**src/rtl/lcd_line_arbiter_if.sv**
```systemverilog
// Requester, status and byte-writer signals of lcd_line_arbiter.
// master = arbiter side, slave = requesters plus downstream byte-writer.
`timescale 1ns/1ps
interface lcd_line_arbiter_if;
    logic [1:0] req;
    logic [1:0] line;
    logic [7:0] char0;
    logic [7:0] char1;
    logic [3:0] char_idx;
    logic [1:0] gnt;
    logic [1:0] done;
    logic       busy;
    logic       wr_valid;
    logic       wr_rs;
    logic [7:0] wr_data;
    logic       wr_ready;

    modport master (
        input  req, line, char0, char1, wr_ready,
        output char_idx, gnt, done, busy, wr_valid, wr_rs, wr_data
    );

    modport slave (
        output req, line, char0, char1, wr_ready,
        input  char_idx, gnt, done, busy, wr_valid, wr_rs, wr_data
    );
endinterface

```
**src/rtl/lcd_line_arbiter.sv**
```systemverilog
// Two-requester LCD line arbiter: runs HD44780 init, then streams set-address + 16 chars per grant.
// Define LCD_ARB_FIXED_PRIO_EN for fixed priority (requester 0 wins); default is round-robin.
`timescale 1ns/1ps
module lcd_line_arbiter #(
    parameter int NREQ     = 2,
    parameter int LINE_LEN = 16
) (
    input  logic                clk,
    input  logic                rst_n,
    lcd_line_arbiter_if.master  bus
);
    typedef enum logic [2:0] {BOOT, INIT, IDLE, ADDR, DATA, DONE} state_t;

    state_t          state_q, state_d;
    logic [NREQ-1:0] gnt_q, gnt_d;
    logic            sel_q, sel_d;
    logic            line_q, line_d;
    logic [3:0]      idx_q, idx_d;
    logic [1:0]      cnt_q, cnt_d;
    logic            win;

    logic            wr_valid;
    logic            wr_rs;
    logic [7:0]      wr_data;
    logic [1:0]      done;

`ifdef LCD_ARB_FIXED_PRIO_EN
    always_comb win = ~bus.req[0];
`else
    logic last_q, last_d;

    // last_q resets to 1 so requester 0 wins the first simultaneous request
    always_comb begin
        if (bus.req == 2'b11) win = ~last_q;
        else                  win = bus.req[1];
    end

    always_ff @(posedge clk or negedge rst_n) begin
        if (!rst_n) last_q <= 1'b1;
        else        last_q <= last_d;
    end
`endif

    always_ff @(posedge clk or negedge rst_n) begin
        if (!rst_n) begin
            state_q <= BOOT;
            gnt_q   <= '0;
            sel_q   <= 1'b0;
            line_q  <= 1'b0;
            idx_q   <= '0;
            cnt_q   <= '0;
        end else begin
            state_q <= state_d;
            gnt_q   <= gnt_d;
            sel_q   <= sel_d;
            line_q  <= line_d;
            idx_q   <= idx_d;
            cnt_q   <= cnt_d;
        end
    end

    always_comb begin
        state_d  = state_q;
        gnt_d    = gnt_q;
        sel_d    = sel_q;
        line_d   = line_q;
        idx_d    = idx_q;
        cnt_d    = cnt_q;
`ifndef LCD_ARB_FIXED_PRIO_EN
        last_d   = last_q;
`endif
        wr_valid = 1'b0;
        wr_rs    = 1'b0;
        wr_data  = '0;
        done     = '0;

        case (state_q)
            BOOT: begin
                cnt_d   = '0;
                state_d = INIT;
            end
            INIT: begin
                wr_valid = 1'b1;
                case (cnt_q)
                    2'd0:    wr_data = 8'h38;
                    2'd1:    wr_data = 8'h06;
                    2'd2:    wr_data = 8'h0C;
                    default: wr_data = 8'h01;
                endcase
                if (bus.wr_ready) begin
                    if (cnt_q == 2'd3) state_d = IDLE;
                    else               cnt_d   = cnt_q + 2'd1;
                end
            end
            IDLE: begin
                if (|bus.req) begin
                    gnt_d      = '0;
                    gnt_d[win] = 1'b1;
                    sel_d      = win;
                    line_d     = bus.line[win];
`ifndef LCD_ARB_FIXED_PRIO_EN
                    last_d     = win;
`endif
                    state_d    = ADDR;
                end
            end
            ADDR: begin
                wr_valid = 1'b1;
                wr_data  = {1'b1, line_q, 6'b0};
                if (bus.wr_ready) begin
                    idx_d   = '0;
                    state_d = DATA;
                end
            end
            DATA: begin
                wr_valid = 1'b1;
                wr_rs    = 1'b1;
                wr_data  = sel_q ? bus.char1 : bus.char0;
                if (bus.wr_ready) begin
                    if (idx_q == 4'(LINE_LEN - 1)) state_d = DONE;
                    else                           idx_d   = idx_q + 4'd1;
                end
            end
            DONE: begin
                done    = gnt_q;
                gnt_d   = '0;
                idx_d   = '0;
                state_d = IDLE;
            end
            default: state_d = BOOT;
        endcase
    end

    assign bus.wr_valid = wr_valid;
    assign bus.wr_rs    = wr_rs;
    assign bus.wr_data  = wr_data;
    assign bus.done     = done;
    assign bus.gnt      = gnt_q;
    assign bus.char_idx = idx_q;
    assign bus.busy     = (state_q != IDLE);
endmodule
```
**src/flat_wrapper.sv**
```systemverilog
// flat-port wrapper written by rule: the top's interface ports become plain ports
module lcd_line_arbiter_flat 
#(
    parameter int NREQ     = 2,
    parameter int LINE_LEN = 16
)
  (clk, rst_n, bus_req, bus_line, bus_char0, bus_char1, bus_wr_ready, bus_char_idx, bus_gnt, bus_done, bus_busy, bus_wr_valid, bus_wr_rs, bus_wr_data);
  lcd_line_arbiter_if bus_i ();
  input  logic clk;
  input  logic rst_n;
  input wire logic [$bits(bus_i.req)-1:0] bus_req;
  input wire logic [$bits(bus_i.line)-1:0] bus_line;
  input wire logic [$bits(bus_i.char0)-1:0] bus_char0;
  input wire logic [$bits(bus_i.char1)-1:0] bus_char1;
  input wire logic [$bits(bus_i.wr_ready)-1:0] bus_wr_ready;
  output wire logic [$bits(bus_i.char_idx)-1:0] bus_char_idx;
  output wire logic [$bits(bus_i.gnt)-1:0] bus_gnt;
  output wire logic [$bits(bus_i.done)-1:0] bus_done;
  output wire logic [$bits(bus_i.busy)-1:0] bus_busy;
  output wire logic [$bits(bus_i.wr_valid)-1:0] bus_wr_valid;
  output wire logic [$bits(bus_i.wr_rs)-1:0] bus_wr_rs;
  output wire logic [$bits(bus_i.wr_data)-1:0] bus_wr_data;
  assign bus_i.req = bus_req;
  assign bus_i.line = bus_line;
  assign bus_i.char0 = bus_char0;
  assign bus_i.char1 = bus_char1;
  assign bus_i.wr_ready = bus_wr_ready;
  assign bus_char_idx = bus_i.char_idx;
  assign bus_gnt = bus_i.gnt;
  assign bus_done = bus_i.done;
  assign bus_busy = bus_i.busy;
  assign bus_wr_valid = bus_i.wr_valid;
  assign bus_wr_rs = bus_i.wr_rs;
  assign bus_wr_data = bus_i.wr_data;
  lcd_line_arbiter #(.NREQ(NREQ), .LINE_LEN(LINE_LEN)) u_core (.clk(clk), .rst_n(rst_n), .bus(bus_i));
endmodule
```
**config.mk**
```make
export PLATFORM = sky130hd
export DESIGN_NAME = lcd_line_arbiter_flat
export DESIGN_NICKNAME = d
export VERILOG_FILES = /design/src/rtl/lcd_line_arbiter_if.sv /design/src/rtl/lcd_line_arbiter.sv /design/src/flat_wrapper.sv
export SDC_FILE = /design/constraint.sdc
export NUM_CORES = 1
export LEC_CHECK = 0
export ABC_CLOCK_PERIOD_IN_PS = 2000
export CORE_AREA = 2 2 51 53
export DETAILED_ROUTE_END_ITERATION = 16
export DIE_AREA = 0 0 53 55
export HOLD_SLACK_MARGIN = 0.08
export PLACE_DENSITY = 0.89
export REMOVE_ABC_BUFFERS = 1
export SETUP_SLACK_MARGIN = 0.4
export SYNTH_ARGS = -nofsm -noshare
export SYNTH_HDL_FRONTEND = slang
export SYNTH_SLANG_ARGS = --single-unit
```
**constraint.sdc**
```tcl
create_clock -name clk -period 2 [get_ports clk]
set_input_delay 0.2 -clock clk [delete_from_list [all_inputs] [get_ports clk]]
set_output_delay 0.2 -clock clk [all_outputs]
set_load 0.05 [all_outputs]
```
==> results.toml, run 1 <==
[routing]
ant_nets = 0
drtPass1Iterations = 4
drtIter0Drc = 23
drt_wl_total_um = 3710
viasPerCell = 5.75
drcViolationCount = 0
wire_per_inst_um = 17.9
dr_total_vias = 1190

[global_route]
grt_antenna_before_repair = 0
overflow = 0
grt_pass1_vias = 1157
grtUsageTotal_pct = 26.0
grt_pass1_wl_um = 5300
grt_start_max_net_pins = 15

[logic_synthesis]
async_flop_share_pct = 100
synth.yosys.seq_area_share_pct = 35.3
synth_area_per_cell_um2 = 8.50
ys_ff_latch = 14
netlist_area_um2 = 995
synth_cells = 117
ys_warn_count = 0
synth_ff_type = "dfrtp_1"
synth_edf_count = 0
synth.distinct_cells = 27

[timing]
rsz0062_at_grt = "true"
finalWorstSetupSlack_ns = 0.270
skew_ns = 0.00185
drv_slew = 0
fmax_ghz = 0.578
hold_violations = 0
fin_tns_setup_ns = 0
relSlewSlack_pct = 55.7
setup_viol = 0
tightest_slew_ns = 0.663
min_period_over_period_pct = 86.5
min_period_ns = 1.73

[floorplanning]
coreArea_um2 = 2360
rows = 18
fp.dieW_um = 53
ioPinCount = 42
chipHeight_um = 55
die-area_um2 = 2920
initial_core_util_pct = 42.1

[cells_and_area]
final_common_cell = "clkdlybuf4s50_1"
syn2layout_area_growth_pct = 87.0
final_cell_mix = "clkdlybuf4s50_1, buf_4, nand2_1, buf_12, dfrtp_1"
drive_gt1_share_pct = 37.3
stdcell_count = 207
finish.utilization_pct = 78.7
antenna_cells = 0
num-nets-final = 207

[cts]
cts.path.max_buffers = 2
holdBufCountCts = 0
clk_pin_slew_ns = 0.09
clk_latency_ns = 0.29
cts_sinks = 14
cts_tree = "built"
htreeDepth = 1
cts_buffers = 3
root_buffer = "clkbuf_4"

[setup_path]
worst_ep_required_time_ns = 1.80
critical_path_peak_fanout = 7
cp.arrival_ns = 1.53
regToRegSetupSlack_ns = 0.35
start_kind = "flip-flop"
criticalPathCategory = "reg2out"
worstSetupEndpointType = "primary output"

[run]
max_cap_viol_count = 0

[placed_design]
gp_congestion = 0.761
hpwl_um = 2140
pre_cts_ws_ns = 0.255
port_buffers = 41
dp_cells = 186

[power_and_ir_drop]
p_sw_share_pct = 50.2
p_clk_share_pct = 6.1
vdd_drop_max_mv = 1.14
pwr-share-seq_pct = 16.7
combPwrFrac_pct = 77.2
switchingPower_uw = 1480
p_leak_uw = 0.000831
power_density_nw_per_um2 = 1580
finalPower_uw = 2950
p_int_uw = 1470

[outcome]
status = "complete, no violations"

[min_path]
hold_path_class = "in2async"
cells in the mapped netlist, types with 2 or more instances:
library cell  number  area share (%)
nor2_1             4             1.5
a21oi_1            6             3.0
nor3_1             2             1.0
ha_1               6             7.5
inv_1              8             3.0
o21ai_0           18             9.1
dfrtp_1           13              33
and2_1             2             1.3
mux2i_1           11              11
nand3_1            4             2.0
buf_2              3             1.5
nand2b_1           5             3.1
o22ai_1            3             1.9
nand2_1           16             6.0
a22oi_1            2             1.5
o21ai_1            3             1.5
repair_timing:
action,in CTS,in global routing
pin swaps,4,5
buffers inserted,9,7
endpoints found under the setup margin,19,15
cloned,1,0
resized for setup,40,16
hold endpoints to repair,0,0
routing by layer:
layer	wire length, µm	share of wire (%)	global-route usage (%)
met5	0	0	0
met4	255	6.9	20.9
met3	212	5.7	4.57
met2	1980	53	46.5
met1	1260	34	27.0
area by class of cell:
| type | instances | area, µm² |
|---|---|---|
| multi-input combinational | 92 | 738 |
| timing repair buffer | 59 | 669 |
| fill | 157 | 504 |
| sequential | 14 | 354 |
| tap | 30 | 37.5 |
| inverter | 8 | 35.0 |
| clock buffer | 4 | 26.3 |
power groups by stage:
stage	clock (µW)	combinational, µW	sequential (µW)
final	179	2280	492
after global routing	197	2390	501
after global placement	0	1680	510
after CTS	177	2060	497
after detailed placement	0	1730	523
after floorplan	0	863	620
cells by family (layout without fill, tap and decap cells):
logic type               Yosys count  after routing  synth area share, %
buffers and inverters             12             71                 5.28
multiplexers                      11             11                 11.1
AO/OA/AOI/OAI                     38             38                 22.3
adder cells (fa/ha/maj)            6              6                 7.55
flip-flops                        14             14                 35.3
AND/OR/NAND/NOR                   36             37                 18.5
worst paths after layout:
path | end | cells after the start | startpoint
setup / recovery | bus_wr_data[1] | 5 | u_core.state_q[2]
hold / removal | u_core.bus.gnt[0] | 1 | rst_n
setup reg to reg | u_core.bus.char_idx[3] | 7 | u_core.state_q[0]
hold reg to reg | u_core.last_q | 2 | u_core.last_q
max in group asynchronous | u_core.state_q[0] | 1 | rst_n
min in group clk | u_core.last_q | 2 | u_core.last_q
metrics by stage:
stage	area, µm²	hold WS (ns)
after floorplan	972	-0.0956
after global routing	1860	0.347
after global placement	1550	0.479
final	1860	0.304
after detailed placement	1550	0.520
after CTS	1760	0.312
sequential cells by signal, indices dropped and copies added (netlist names):
register	cells
u_core.bus.gnt	2
u_core.last_q	1
u_core.bus.char_idx	4
u_core.state_q	3
u_core.sel_q	1
u_core.cnt_q	2
u_core.line_q	1
critical path: stages, from the launching register on:
cell,delay [ns]
dfrtp_1,0.40
buf_6,0.15
nor3_4,0.28
nand2_1,0.13
o21ai_2,0.11
buf_12,0.16
Note: power is estimated with default switching activity, not from simulation.
==> run 2, diff against run 1 <==
ABC_AREA = 1   (was not set)
PLACE_DENSITY = 0.91   (was 0.89)
==> run 2 against run 1 <==
Effect of this change:
- routed wire length rose by 20%
- die area did not move
- clock-buffer cell count did not move
- critical path type unchanged
- final cell count rose by 16%
- sequential cell count did not move
- global-route usage rose by 3.7 points
- non-clock buffer count rose by 2
==> results.toml, run 2 <==
[logic_synthesis]
async_flop_share_pct = 100
synth.distinct_cells = 28
netlist_area_um2 = 1040
synth_cells = 147
yosys-top-cells-count = "nand2_1, inv_1, nor2_1"
synth_top_area_share_pct = 31.3
yosysTopAreaCell = "dfrtp_1"
synth_ff_type = "dfrtp_1"
synth_area_per_cell_um2 = 7.07
synthTopCellsByArea = "dfrtp_1, nand2_1, ha_1, inv_1, nor2_1"
synth.most_common_cell = "nand2_1"
synth_edf_count = 0
synth.yosys.seq_area_share_pct = 33.8
ys_warn_count = 0
ys_ff_latch = 14

[setup_path]
criticalPathCategory = "reg2out"
worst_ep_required_time_ns = 1.80
worstSetupEndpointType = "primary output"
critPathLaunch = "u_core.state_q[1]"
critical_path_peak_fanout = 4
crit_end = "bus_wr_data[2]"
regToRegEndpoint = "u_core.state_q[2]"
worstPathCellList = "nor2_4 > nand2_2 > a21oi_1 > or2_4 > buf_8"
start_kind = "flip-flop"
worst_path_max_delay_cell = "dfrtp_2"
cp.arrival_ns = 1.59
rr_startpoint = "u_core.state_q[0]"
cp_slowest_stage_delay_ns = 0.46
regToRegSetupSlack_ns = 0.41
r2r_cells = 10

[global_route]
grt_start_max_net_pins = 15
grt_util_met1_pct = 26.8
grt_pass1_vias = 1369
grt.busiest_layer = "met2"
overflow = 0
grt_use_met2_pct = 56.5
gr-usage-met3_pct = 8.06
grt_pass1_wl_um = 6070
grt_antenna_before_repair = 0
grtUsageTotal_pct = 29.7

[timing]
relSlewSlack_pct = 55.1
finalWorstSetupSlack_ns = 0.211
rsz0062_at_grt = "true"
min_period_ns = 1.79
tightest_slew_ns = 0.672
min_period_over_period_pct = 89.4
setup_viol = 0
skew_ns = 0.0135
drv_slew = 0
fmax_ghz = 0.559
hold_violations = 0

[routing]
dr_total_vias = 1379
drtPass1Iterations = 4
drcViolationCount = 0
ant_nets = 0
drt_wl_total_um = 4460
drtIter0Drc = 50
wire_per_inst_um = 18.5
viasPerCell = 5.72

[floorplanning]
initial_core_util_pct = 44.0
coreArea_um2 = 2360
die-area_um2 = 2920
fp.dieW_um = 53
chipHeight_um = 55
rows = 18
ioPinCount = 42

[placed_design]
hpwl_um = 2290
gp_congestion = 0.840
place_area_um2 = 1560
pre_cts_ws_ns = 0.279
dp_cells = 216
port_buffers = 41

[cts]
cts_tree = "built"
cts_buffers = 3
cts_sinks = 14
cts.path.max_buffers = 2
root_buffer = "clkbuf_4"
clk_pin_slew_ns = 0.10
htreeDepth = 1
clk_latency_ns = 0.31

[cells_and_area]
largest_register_ffs = 4
nFillCells = 126
antenna_cells = 0
drive_gt1_share_pct = 37.0
fin_area_um2 = 1970
syn2layout_area_growth_pct = 89.8
finish.utilization_pct = 83.4
num-nets-final = 241
final_common_cell = "nand2_1"
stdcell_count = 241
final_cell_mix = "nand2_1, clkdlybuf4s50_1, buf_4, inv_1, nor2_1"

[run]
max_cap_viol_count = 0

[outcome]
status = "complete, no violations"

[power_and_ir_drop]
vdd_drop_max_mv = 1.22
power_density_nw_per_um2 = 1640
finalPower_uw = 3240
p_leak_uw = 0.000944

[min_path]
hold_path_class = "in2async"
run 2: cell families (layout without fill, tap and decap cells):
group           Yosys count  in the layout  synth area share [%]
flops                    14             14                  33.8
xor+xnor                  1              1                 0.843
buf+inv                  24             87                  9.14
compound gates           27             27                  15.5
simple gates             75             76                  33.5
fa+ha+maj                 6              6                  7.22
run 2: power by group:
part	internal, µW	switching [µW]
logic	1020	1480
clock network	111	114
registers	404	118
total	1530	1710
run 2: final cells by class:
cell class                 count  area [µm²]  share of cell area [%]
sequential                    14         357                    18.1
clock buffer                   4        36.3                    1.84
inverter                      22         101                    5.14
multi-input combinational    110         753                    38.2
tap                           30        37.5                    1.90
timing repair buffer          61         688                    34.9
run 2: worst min path at each step:
stage	startpoint	end	slack, ns	depth (start not counted)
6_report	rst_n	u_core.bus.gnt[0]	0.29	1
5_1_grt	rst_n	u_core.bus.gnt[0]	0.35	1
4_1_cts	rst_n	u_core.bus.gnt[0]	0.31	1
3_5_place_dp	u_core.last_q	u_core.last_q	0.49	2
3_3_place_gp	u_core.last_q	u_core.last_q	0.50	2
2_1_floorplan	rst_n	u_core.bus.char_idx[0]	-0.1	0
run 2: stage by stage:
step                hold slack [ns]  setup TNS, ns
floorplan                   -0.0956         -0.864
detailed placement            0.490              0
CTS                           0.308              0
global route                  0.353              0
finish                        0.286              0
global placement              0.499              0
run 2: routing by layer:
| layer | up-vias | share of wire, % | wire length [µm] |
|---|---|---|---|
| met5 | - | 0 | 0 |
| met4 | 0 | 4.9 | 217 |
| met3 | 21 | 7.0 | 314 |
| met2 | 78 | 54 | 2400 |
| met1 | 674 | 34 | 1520 |
| li1 | 606 | - | - |
run 2: what timing repair did:
item                       4_1_cts  5_1_grt
resized for setup               49       10
setup buffers                   16        4
cloned                           1        0
setup endpoints to repair       18       14
pin swaps                        3        3
hold buffers                     0        0
run 2: worst max-delay path, delay by kind of cell (launching register included):
kind	cells	cell delay (ns)
AND/OR/NAND/NOR	3	0.49
flip-flops	1	0.46
AO/OA/AOI/OAI	1	0.20
buffers and inverters	1	0.13
==> run 3, diff against run 2 <==
ABC_CLOCK_PERIOD_IN_PS = 1900   (was 2000)
CORE_AREA = 2 2 53 55   (was 2 2 51 53)
DIE_AREA = 0 0 55 57   (was 0 0 53 55)
PLACE_DENSITY = 0.85   (was 0.91)
TNS_END_PERCENT = 30   (was not set)
clock period = 1.9 ns   (was 2 ns; I/O delays follow)
==> run 3 against run 2 <==
Effect of this change:
- global-route usage decreased by 9.2 points
- sequential power increased by 3%
- power decreased by 6.3%
- largest cell class unchanged
==> results.toml, run 3 (synthesis gave the netlist of run 2 again) <==
[outcome]
status = "complete, no violations"

[floorplanning]
fp.dieW_um = 55
coreArea_um2 = 2620
rows = 19
ioPinCount = 42
chipHeight_um = 57
initial_core_util_pct = 39.8
die-area_um2 = 3140

[power_and_ir_drop]
finalPower_uw = 3040
p_int_uw = 1470
p_sw_share_pct = 51.4
switchingPower_uw = 1560
combPwrFrac_pct = 74.7
power_density_nw_per_um2 = 1640
p_clk_share_pct = 7.5
pwr-share-seq_pct = 17.8
vdd_drop_max_mv = 1.13
p_leak_uw = 0.000921

[cts]
cts_tree = "built"
cts_sinks = 14
cts.path.max_buffers = 2
cts_buffers = 3
holdBufCountCts = 0
root_buffer = "clkbuf_4"
htreeDepth = 1
clk_latency_ns = 0.30
clk_pin_slew_ns = 0.09

[global_route]
grt_pass1_vias = 1054
grt_start_max_net_pins = 15
grt_antenna_before_repair = 0
overflow = 0
grt_pass1_wl_um = 4550
grtUsageTotal_pct = 20.5

[timing]
tightest_slew_ns = 0.646
rsz0062_at_grt = "true"
fin_tns_setup_ns = 0
relSlewSlack_pct = 56.8
fmax_ghz = 0.577
min_period_ns = 1.73
setup_viol = 0
min_period_over_period_pct = 91.3
skew_ns = 0.00474
finalWorstSetupSlack_ns = 0.166
drv_slew = 0
hold_violations = 0

[routing]
dr_total_vias = 1161
drcViolationCount = 0
drt_wl_total_um = 3060
viasPerCell = 4.94
drtIter0Drc = 18
wire_per_inst_um = 13.0
ant_nets = 0
drtPass1Iterations = 4

[setup_path]
regToRegEndpoint = "u_core.state_q[0]"
r2r_cells = 8
start_kind = "flip-flop"
worst_ep_required_time_ns = 1.71
rr_startpoint = "u_core.state_q[2]"
worstSetupEndpointType = "primary output"
cp.arrival_ns = 1.54
regToRegSetupSlack_ns = 0.45
crit_end = "bus_wr_data[2]"
critical_path_peak_fanout = 3
criticalPathCategory = "reg2out"
critPathLaunch = "u_core.cnt_q[0]"

[cells_and_area]
drive_gt1_share_pct = 33.3
num-nets-final = 234
largest_register_ffs = 4
syn2layout_area_growth_pct = 78.5
final_cell_mix = "nand2_1, clkdlybuf4s50_1, nor2_1, inv_1, buf_4"
antenna_cells = 0
final_common_cell = "nand2_1"

[placed_design]
gp_congestion = 0.812
port_buffers = 41
hpwl_um = 2070
pre_cts_ws_ns = 0.248

[min_path]
hold_path_class = "in2async"

[run]
max_cap_viol_count = 0
-- run 3: cell count changes in the layout (fill, tap and decap cells not counted), moves of 2 or more --
cell,before,now
dlymetal6s2s_1,0,2
nor2_1,15,17
o32ai_2,0,2
nor2_4,4,2
buf_4,17,14
dlygate4sd2_1,6,1
buf_6,2,0
o32ai_4,2,0
clkdlybuf4s50_1,22,25
buf_8,3,1
o31ai_2,0,2
o31ai_4,3,1
-- run 3: power groups by stage --
| stage | Sequential (µW) | Combinational [µW] | Clock (µW) |
|---|---|---|---|
| 3_3_place_gp | 566 | 1780 | 0 |
| 3_5_place_dp | 571 | 1800 | 0 |
| 5_1_grt | 553 | 2430 | 247 |
| 6_report | 539 | 2270 | 228 |
| 2_1_floorplan | 655 | 1010 | 0 |
| 4_1_cts | 531 | 2170 | 230 |
-- run 3: worst max-delay path, stage by stage, from the launching register on --
cell and delay (ns):
dfrtp_1 0.39, inv_1 0.09, ha_1 0.23, inv_1 0.08, nor2_2 0.05, or2_4 0.25
buf_8 0.15
-- run 3: area by class of cell --
type / instances / area [µm²]
Fill cell: 201 / 759
Multi-Input combinational cell: 110 / 703
Timing Repair Buffer: 54 / 629
Sequential cell: 14 / 357
Inverter: 22 / 91.3
Tap cell: 31 / 38.8
Clock buffer: 4 / 36.3
-- run 3: metal layers --
layer / track usage [%] / share of wire, % / vias up
met4: 11.8 / 2.3 / 0
met3: 4.19 / 6.6 / 5
li1: - / - / 595
met5: 0 / 0 / -
met1: 24.5 / 40 / 523
met2: 33.2 / 51 / 38
-- run 3: timing repair --
item                                    in CTS  in global routing
pin swaps                                    4                  3
buffers inserted                            12                  1
endpoints found under the setup margin      19                 20
resized for setup                           30                 11
gates cloned                                 1                  0
-- run 3: worst min-delay path by stage --
| stage | slack (ns) | endpoint |
|---|---|---|
| final | 0.28 | u_core.line_q |
| after floorplan | -0.11 | u_core.bus.char_idx[0] |
| after global routing | 0.33 | u_core.bus.char_idx[2] |
| after global placement | 0.50 | u_core.last_q |
| after detailed placement | 0.50 | u_core.last_q |
| after CTS | 0.31 | u_core.cnt_q[0] |
-- run 3: through the flow --
stage | instance area, µm² | utilization, % | instances | hold WS [ns]
5_1_grt | 1860 | 71.0 | 235 | 0.326
6_report | 1860 | 71.0 | 235 | 0.282
3_5_place_dp | 1580 | 60.5 | 217 | 0.496
3_3_place_gp | 1580 | 60.5 | 217 | 0.497
2_1_floorplan | 1030 | - | 145 | -0.106
4_1_cts | 1810 | 69.3 | 234 | 0.311
